--- src/rtl/cpu_pkg.sv ---
// Shared opcode, field-position and FSM state definitions for the fetch/decode/execute controller.
package cpu_pkg;

    localparam logic [2:0] OP_NOP  = 3'b000;
    localparam logic [2:0] OP_ADD  = 3'b001;
    localparam logic [2:0] OP_LDI  = 3'b010;
    localparam logic [2:0] OP_MOV  = 3'b011;
    localparam logic [2:0] OP_JZ   = 3'b100;
    localparam logic [2:0] OP_HALT = 3'b111;

    localparam int unsigned OP_LSB  = 5;
    localparam int unsigned RD_BIT  = 4;
    localparam int unsigned RS_BIT  = 3;
    localparam int unsigned IMM_LSB = 0;

    typedef enum logic [2:0] {
        StIdle,
        StFetch,
        StDecode,
        StExec,
        StWb,
        StHalt
    } state_e;

endpackage

--- src/rtl/exec_unit.sv ---
// Combinational execute stage: computes the write-back result, ADD carry and next PC for one instruction.
module exec_unit
    import cpu_pkg::*;
#(
    parameter int unsigned PC_W   = 4,
    parameter int unsigned DATA_W = 8
) (
    input  logic [2:0]        opcode,
    input  logic [DATA_W-1:0] a,
    input  logic [DATA_W-1:0] b,
    input  logic [3:0]        imm4,
    input  logic [PC_W-1:0]   pc,
    output logic [DATA_W-1:0] result,
    output logic              carry,
    output logic [PC_W-1:0]   next_pc,
    output logic              do_write,
    output logic              is_halt,
    output logic              is_illegal
);

    logic [DATA_W:0] w_sum;
    logic [PC_W-1:0] w_off;

    always_comb begin
        w_sum      = {1'b0, a} + {1'b0, b};
        w_off      = PC_W'($signed(imm4));
        result     = '0;
        carry      = 1'b0;
        next_pc    = pc + PC_W'(1);
        do_write   = 1'b0;
        is_halt    = 1'b0;
        is_illegal = 1'b0;
        case (opcode)
            OP_NOP: ;
            OP_ADD: begin
                result   = w_sum[DATA_W-1:0];
                carry    = w_sum[DATA_W];
                do_write = 1'b1;
            end
            OP_LDI: begin
                result   = DATA_W'(imm4);
                do_write = 1'b1;
            end
            OP_MOV: begin
                result   = b;
                do_write = 1'b1;
            end
            OP_JZ: begin
                // PC arithmetic wraps naturally at PC_W bits
                if (a == '0) next_pc = pc + w_off;
            end
            OP_HALT: begin
                is_halt = 1'b1;
                next_pc = pc;
            end
            default: is_illegal = 1'b1;
        endcase
    end

endmodule

--- src/rtl/instr_decode_ctrl.sv ---
// Multi-cycle fetch/decode/execute/writeback controller driving a two-entry register file.
module instr_decode_ctrl
    import cpu_pkg::*;
#(
    parameter int unsigned PC_W   = 4,
    parameter int unsigned DATA_W = 8
) (
    input  logic              clk,
    input  logic              rst,
    input  logic              start,
    output logic [PC_W-1:0]   imem_addr,
    input  logic [DATA_W-1:0] imem_data,
    output logic              readReg1_add,
    output logic              readReg2_add,
    input  logic [DATA_W-1:0] reg_data1,
    input  logic [DATA_W-1:0] reg_data2,
    output logic              writeReg1_add,
    output logic [DATA_W-1:0] writeData,
    output logic              writeEnable,
    output logic [PC_W-1:0]   pc,
    output logic              busy,
    output logic              halted,
    output logic              carry,
    output logic              illegal
);

    state_e            r_state;
    logic [PC_W-1:0]   r_pc;
    logic [PC_W-1:0]   r_next_pc;
    logic [PC_W-1:0]   r_imem_addr;
    logic [DATA_W-1:0] r_ir;
    logic              r_rd_sel;
    logic              r_rs_sel;
    logic              r_wr_sel;
    logic [DATA_W-1:0] r_wdata;
    logic              r_we;
    logic              r_carry;
    logic              r_illegal;

    logic [2:0]        w_opcode;
    logic [DATA_W-1:0] w_result;
    logic              w_carry;
    logic [PC_W-1:0]   w_next_pc;
    logic              w_do_write;
    logic              w_is_halt;
    logic              w_is_illegal;

    assign w_opcode = r_ir[OP_LSB +: 3];

    exec_unit #(
        .PC_W   (PC_W),
        .DATA_W (DATA_W)
    ) u_exec (
        .opcode     (w_opcode),
        .a          (reg_data1),
        .b          (reg_data2),
        .imm4       (r_ir[IMM_LSB +: 4]),
        .pc         (r_pc),
        .result     (w_result),
        .carry      (w_carry),
        .next_pc    (w_next_pc),
        .do_write   (w_do_write),
        .is_halt    (w_is_halt),
        .is_illegal (w_is_illegal)
    );

    always_ff @(posedge clk) begin
        if (rst) begin
            r_state     <= StIdle;
            r_pc        <= '0;
            r_next_pc   <= '0;
            r_imem_addr <= '0;
            r_ir        <= '0;
            r_rd_sel    <= 1'b0;
            r_rs_sel    <= 1'b0;
            r_wr_sel    <= 1'b0;
            r_wdata     <= '0;
            r_we        <= 1'b0;
            r_carry     <= 1'b0;
            r_illegal   <= 1'b0;
        end else begin
            r_we <= 1'b0;
            case (r_state)
                StIdle: begin
                    if (start) begin
                        r_state     <= StFetch;
                        r_pc        <= '0;
                        r_imem_addr <= '0;
                    end
                end
                StFetch: r_state <= StDecode;
                StDecode: begin
                    // Memory data for the fetched address is valid this cycle
                    r_ir     <= imem_data;
                    r_rd_sel <= imem_data[RD_BIT];
                    r_rs_sel <= imem_data[RS_BIT];
                    r_state  <= StExec;
                end
                StExec: begin
                    if (w_is_halt) begin
                        r_state <= StHalt;
                    end else begin
                        r_state   <= StWb;
                        r_next_pc <= w_next_pc;
                        r_we      <= w_do_write;
                        r_wr_sel  <= r_ir[RD_BIT];
                        if (w_do_write) r_wdata <= w_result;
                        if (w_opcode == OP_ADD) r_carry <= w_carry;
                        if (w_is_illegal) r_illegal <= 1'b1;
                    end
                end
                StWb: begin
                    r_pc        <= r_next_pc;
                    r_imem_addr <= r_next_pc;
                    r_state     <= StFetch;
                end
                StHalt: r_state <= StHalt;
                default: r_state <= StIdle;
            endcase
        end
    end

    assign imem_addr     = r_imem_addr;
    assign readReg1_add  = r_rd_sel;
    assign readReg2_add  = r_rs_sel;
    assign writeReg1_add = r_wr_sel;
    assign writeData     = r_wdata;
    assign writeEnable   = r_we;
    assign pc            = r_pc;
    assign busy          = (r_state == StFetch) || (r_state == StDecode) ||
                           (r_state == StExec)  || (r_state == StWb);
    assign halted        = (r_state == StHalt);
    assign carry         = r_carry;
    assign illegal       = r_illegal;

endmodule

--- config.mk ---
export PLATFORM = sky130hd
export DESIGN_NAME = instr_decode_ctrl
export DESIGN_NICKNAME = d
export VERILOG_FILES = /design/src/rtl/cpu_pkg.sv /design/src/rtl/exec_unit.sv /design/src/rtl/instr_decode_ctrl.sv
export SDC_FILE = /design/constraint.sdc
export NUM_CORES = 1
export LEC_CHECK = 0
export CAP_MARGIN = 20
export CORE_ASPECT_RATIO = 0.9
export CORE_MARGIN = 2
export CORE_UTILIZATION = 50
export DETAILED_ROUTE_END_ITERATION = 12
export PLACE_DENSITY = 0.8
export SLEW_MARGIN = 10
export SYNTH_ARGS = -nofsm -noshare
export SYNTH_HDL_FRONTEND = slang
export SYNTH_HIERARCHICAL = 1
export SYNTH_SLANG_ARGS = --single-unit
export TNS_END_PERCENT = 100
--- constraint.sdc ---
create_clock -name clk -period 2.5 [get_ports clk]
set_clock_uncertainty 0.15 [all_clocks]
set_input_delay 0.375 -clock clk [delete_from_list [all_inputs] [get_ports clk]]
set_output_delay 0.375 -clock clk [all_outputs]
set_load 0.05 [all_outputs]
Word level (Yosys, flattened, before mapping):

Cells that the tools add are included.

* input port bits: 27
* logic and storage cells: 53
* bits in registers: 33
* output and inout bits: 24

* bitwise logic cells: 3
* reduce and logical (&&, ||, !) cells: 15
* add/sub/neg operators: 3
* mux-type cells: 10
* eq/ne operators: 11

Operators with widths (number)
* case mux 8 bit (3 select lines): 1
* case mux 3 bit (6 select lines): 1
* case mux 4 bit (2 select lines): 2
* == test 3 x 2 -> 1 bit (second input constant): 4
* == test 3 bit (second input constant): 4
* adder 8 x 8 -> 9 bit: 1
* AND reduction 3 bit: 3
* zero test 8 bit: 1
* two-way mux 4 bit: 2
* == test 3 x 1 -> 1 bit (second input constant): 2
* zero test 3 bit: 2
* OR reduction 3 bit: 2
* OR reduction 6 bit: 1
* adder 4 x 1 -> 4 bit (second input constant): 1
* adder 4 bit: 1
* AND reduction 2 bit: 2
* logical OR 1 bit: 3
* two-way mux 1 bit: 3
* two-way mux 3 bit: 1
* NOT 1 bit: 3
* != test 2 bit (second input constant): 1
* nonzero test 2 bit: 1

Longest topological paths before layout:

* depth in word-level cells: 4
* gate-level depth with buffers: 8
* depth with buffers taken out: 8

Cells and area by module:

The synthesis kept the hierarchy.

Modules (own cells, without submodules)
* instr_decode_ctrl: instances 1, cells each 130, area each 1321.3 µm², sequential area each 620.6 µm²
* exec_unit: instances 1, cells each 117, area each 857.1 µm², sequential area each 0.0 µm²

Worst setup path after synthesis:

OpenSTA, ideal clock, no wires.

* kind: input to register
* start point: input port reg_data1[0]
* end point: register r_wdata[4], in the netlist writeData[4]
* required time: 2283 ps
* library setup time: 67 ps
* slack: 279 ps
* path buffers: 0
* stages on the path: 8
* data arrival time: 2004 ps
* path through: ha_1 fa_1 a21oi_1 o31ai_1 or3b_2 a21oi_1 nand4b_1 o21ai_2

* word-level cells in the longest chain between the ends: 2

RTL lines
* start: declaration: RTL line instr_decode_ctrl.sv:15 `input logic [DATA_W-1:0] reg_data1,`
* adder 8 x 8 -> 9 bit: RTL line exec_unit.sv:25 `w_sum = {1'b0, a} + {1'b0, b};`
* case mux 8 bit (3 select lines): RTL line exec_unit.sv:33 `case (opcode)`
* net w_result[4]: RTL line instr_decode_ctrl.sv:41 `logic [DATA_W-1:0] w_result;`
* end signal: assignment: RTL line instr_decode_ctrl.sv:107 `if (w_do_write) r_wdata <= w_result;`
* end: declaration: RTL line instr_decode_ctrl.sv:35 `logic [DATA_W-1:0] r_wdata;`

The timed path passes the listed nets, and every way through them passes these cells.
A chain may end at the register's enable or synchronous reset.

Worst setup path after layout:

* start point: input port reg_data1[4]
* end point: register r_wdata[6], in the netlist writeData[6]

Same word-level chain as after synthesis.

==> flow_summary.yaml <==
grt:
  grtUsageMet3: 0.0484
  grt_pass1_vias: 1803
  antenna_found_initial: 0
  grt-ovfl-total: 0
  gr-usage-met2: 0.334
  grt_pass1_wl_um: 8450
  grt-busiest-layer: "met2"
  grt_max_degree: 40
  grt_usage: 0.222
  grtUsageMet1: 0.320
power:
  p_sw_w: 0.000352
  finalPower_w: 0.00122
  power_frac_clock: 0.295
  p_per_area_nw_per_um2: 425
  p_int_w: 0.000870
  combPwrFrac: 0.268
  leakage_nw: 1.11
  p_sw_frac: 0.288
  p_seq_frac: 0.437
  ir_worst_vdd_mv: 0.244
timing:
  hold_viol: 0
  tightest_slew_ps: 512
  fin_crit_ps: 2380
  grt_setup_unrepaired: "false"
  final-setup-viol-count: 0
  relSlewSlack: 0.658
  fmax_mhz: 420
  final-max-slew-violation-count: 0
  period_share: 0.953
worst_setup_path:
  cp_max_fo: 5
  worstPathArrival_ps: 2440
  endpoint: "writeData[6]"
  crit_path_start: "reg_data1[4]"
  r2r_setup_slack_ps: 290
  cp.required_ps: 2560
  rr_worst_depth: 6
  critical_path.cell_chain: "clkdlybuf4s50_1 > buf_4 > ha_1 > inv_1 > o31ai_1 > buf_4 > mux2i_1 > nand2b_1 > nand4b_1 > o21ai_2"
  rr_startpoint: "r_ir[7]"
  criticalPathCategory: "in -> reg"
  crit_slowest_cell: "clkdlybuf4s50_1"
  crit_path_end_kind: "flip-flop"
  rr_endpoint: "r_next_pc[2]"
  cp-start-kind: "primary input"
  crit_top_cell: "buf_4"
  slowest_delay_ps: 430
route:
  vias_per_cell: 5.54
  post_drt_wl_per_cell_um: 14.4
  drt-pass1-iter-count: 4
  ant_nets: 0
  drt_iter0_drc: 165
  drc: 0
  vias: 1973
  totalWireLength_um: 5140
synth:
  synth-edff-count: 0
  synthCells: 247
  syn_area_um2: 2180
  yosys_warnings: 6
  avgSynthCellArea_um2: 8.82
  ys_ff_latch: 31
  synthTopCellsByArea: "dfxtp_1 28%, ha_1 6.9%, mux2i_1 6.4%"
  ys_types: 55
  synth-async-reset-ratio: 0
  yosysTopAreaCell: "dfxtp_1"
  syn-num-nets: 288
  synth_top_area_share: 0.285
  synth_ff_type: "dfxtp_1"
  synth-seq-area-share: 0.285
placement:
  hpwl_um: 3960
  gp_congestion: 0.850
  io_buffers: 50
  place_inst: 348
  placed_area_um2: 2770
floorplanning:
  dieArea_um2: 4900
  die_height_um: 66.6
  core.rowCount: 22
  io_pins: 51
  core_um2: 4130
  die_w_um: 73.6
  initial_core_util: 0.528
cts:
  cts_inserted_buffers: 5
  htree_levels: 2
  tritoncts: "yes"
  cts.sinks: 31
  insertion_delay_ps: 270
  cts_root_buf: "clkbuf_8"
  clockBufferDepth: 2
  cts_setup_buffers: 0
  cts_hold_buf: 0
  clkTransAtPathRegs_ps: 60
finish:
  antennaDiodeCount: 0
  syn2layout_area_growth_pct: 31.9
  final_cells: 356
  num-nets-final: 348
  design_area_um2: 2870
  final_layout_size_suffix_gt1_frac: 0.179
min_path:
  hold_path.class: "reg -> reg"
flow_run:
  maxCapViolCount: 0
outcome:
  status: "finished clean"
==> critical path: cells and delay by family <==
family / cells / cell delay [ps]
buffers and inverters: 4 / 840
AOI/OAI and AO/OA: 2 / 470
adders and majority gates: 1 / 340
and+or+nand+nor: 2 / 230
muxes: 1 / 180
==> worst min path at each step <==
stage                  from           end  slack (ps)  cells after the start
4_1_cts        r_next_pc[3]  imem_addr[3]         310                      2
5_1_grt        r_next_pc[3]  imem_addr[3]         330                      2
3_3_place_gp   r_next_pc[3]  imem_addr[3]         300                      2
2_1_floorplan  r_next_pc[0]  imem_addr[0]         290                      2
3_5_place_dp   r_next_pc[3]  imem_addr[3]         300                      2
6_report       r_next_pc[3]  imem_addr[3]         310                      2
==> per-stage QoR <==
step           setup TNS [ps]   util  hold WS (ps)  setup WS, ps
2_1_floorplan               0      -           286           279
3_5_place_dp            -1070  0.671           304          -303
4_1_cts                     0  0.692           313          1.50
5_1_grt                     0  0.696           328          19.2
3_3_place_gp             -769  0.671           301          -271
6_report                    0  0.696           311           118
==> logic make-up after synthesis <==
group / Yosys count / share of synthesized area
muxes: 17 / 0.0798
adders and majority gates: 14 / 0.0873
buffers and inverters: 23 / 0.0683
AOI/OAI and AO/OA: 59 / 0.187
xor gates and xnor gates: 5 / 0.0201
and+or+nand+nor: 98 / 0.273
DFF: 31 / 0.285
==> metal layers <==
layer / up-vias / share of wire
li1: 1018 / -
met1: 889 / 0.49
met2: 62 / 0.45
met3: 4 / 0.049
met4: 0 / 0.0070
met5: - / 0
==> power groups by stage <==
stage | sequential [W] | clock [W] | combinational, W
CTS | 0.000534 | 0.000369 | 0.000317
floorplan | 0.000539 | 0 | 0.000198
global placement | 0.000543 | 0 | 0.000306
detailed placement | 0.000545 | 0 | 0.000313
finish | 0.000534 | 0.000361 | 0.000327
global route | 0.000538 | 0.000393 | 0.000358
==> layout by cell type (no fill, tap or decap), types with 3 or more instances in the layout <==
master,n
nand2_1,12
nand2b_1,11
o21ai_2,8
nor2_1,24
dfxtp_1,31
clkbuf_8,5
o21ai_0,9
xnor2_1,3
a21oi_1,14
nor3_1,3
inv_1,3
nand4b_1,9
mux2i_1,14
ha_1,11
nor2b_1,4
or3_1,3
clkdlybuf4s50_1,49
mux2_2,3
nand3b_1,3
a22oi_1,4
nand3_1,6
nor3b_1,7
buf_4,24
o31ai_1,3
o21a_1,3
==> Yosys cell counts (2+ instances only) <==
cell	instances
a211o_1	2
a21o_1	2
a21oi_1	16
a221o_1	2
a22oi_1	4
a32oi_1	2
and3_1	2
buf_4	6
buf_6	3
clkbuf_1	9
dfxtp_1	31
fa_1	2
ha_1	12
inv_1	3
mux2_2	3
mux2i_1	14
nand2_1	12
nand2b_1	11
nand3_1	6
nand3b_1	3
nand4b_1	9
nor2_1	24
nor2b_1	4
nor3_1	3
nor3b_1	7
o21a_1	3
o21ai_0	9
o21ai_2	8
o31ai_1	3
or2_2	2
or3_1	3
xnor2_1	3
xor2_1	2
==> state kept, by name, indices dropped and copies added (netlist names) <==
name	flops
r_ir	8
writeData	8
writeEnable	1
writeReg1_add	1
r_state	3
imem_addr	4
illegal	1
r_next_pc	4
carry	1
==> area by class of cell <==
class                   count  area (um^2)
clock buffers               7         76.3
clock inverters             1         5.00
fillers                   348         1250
inverters                   3         11.3
multi-input cells         193         1430
flip-flops and latches     31          621
well taps                  48         60.1
repair buffers             73          671
==> what timing repair did <==
action                     in CTS  in global routing
setup endpoints to repair       1                  2
gates resized for setup         1                  6
pin swaps                       0                  2
Note: power is estimated with default switching activity, not from simulation.
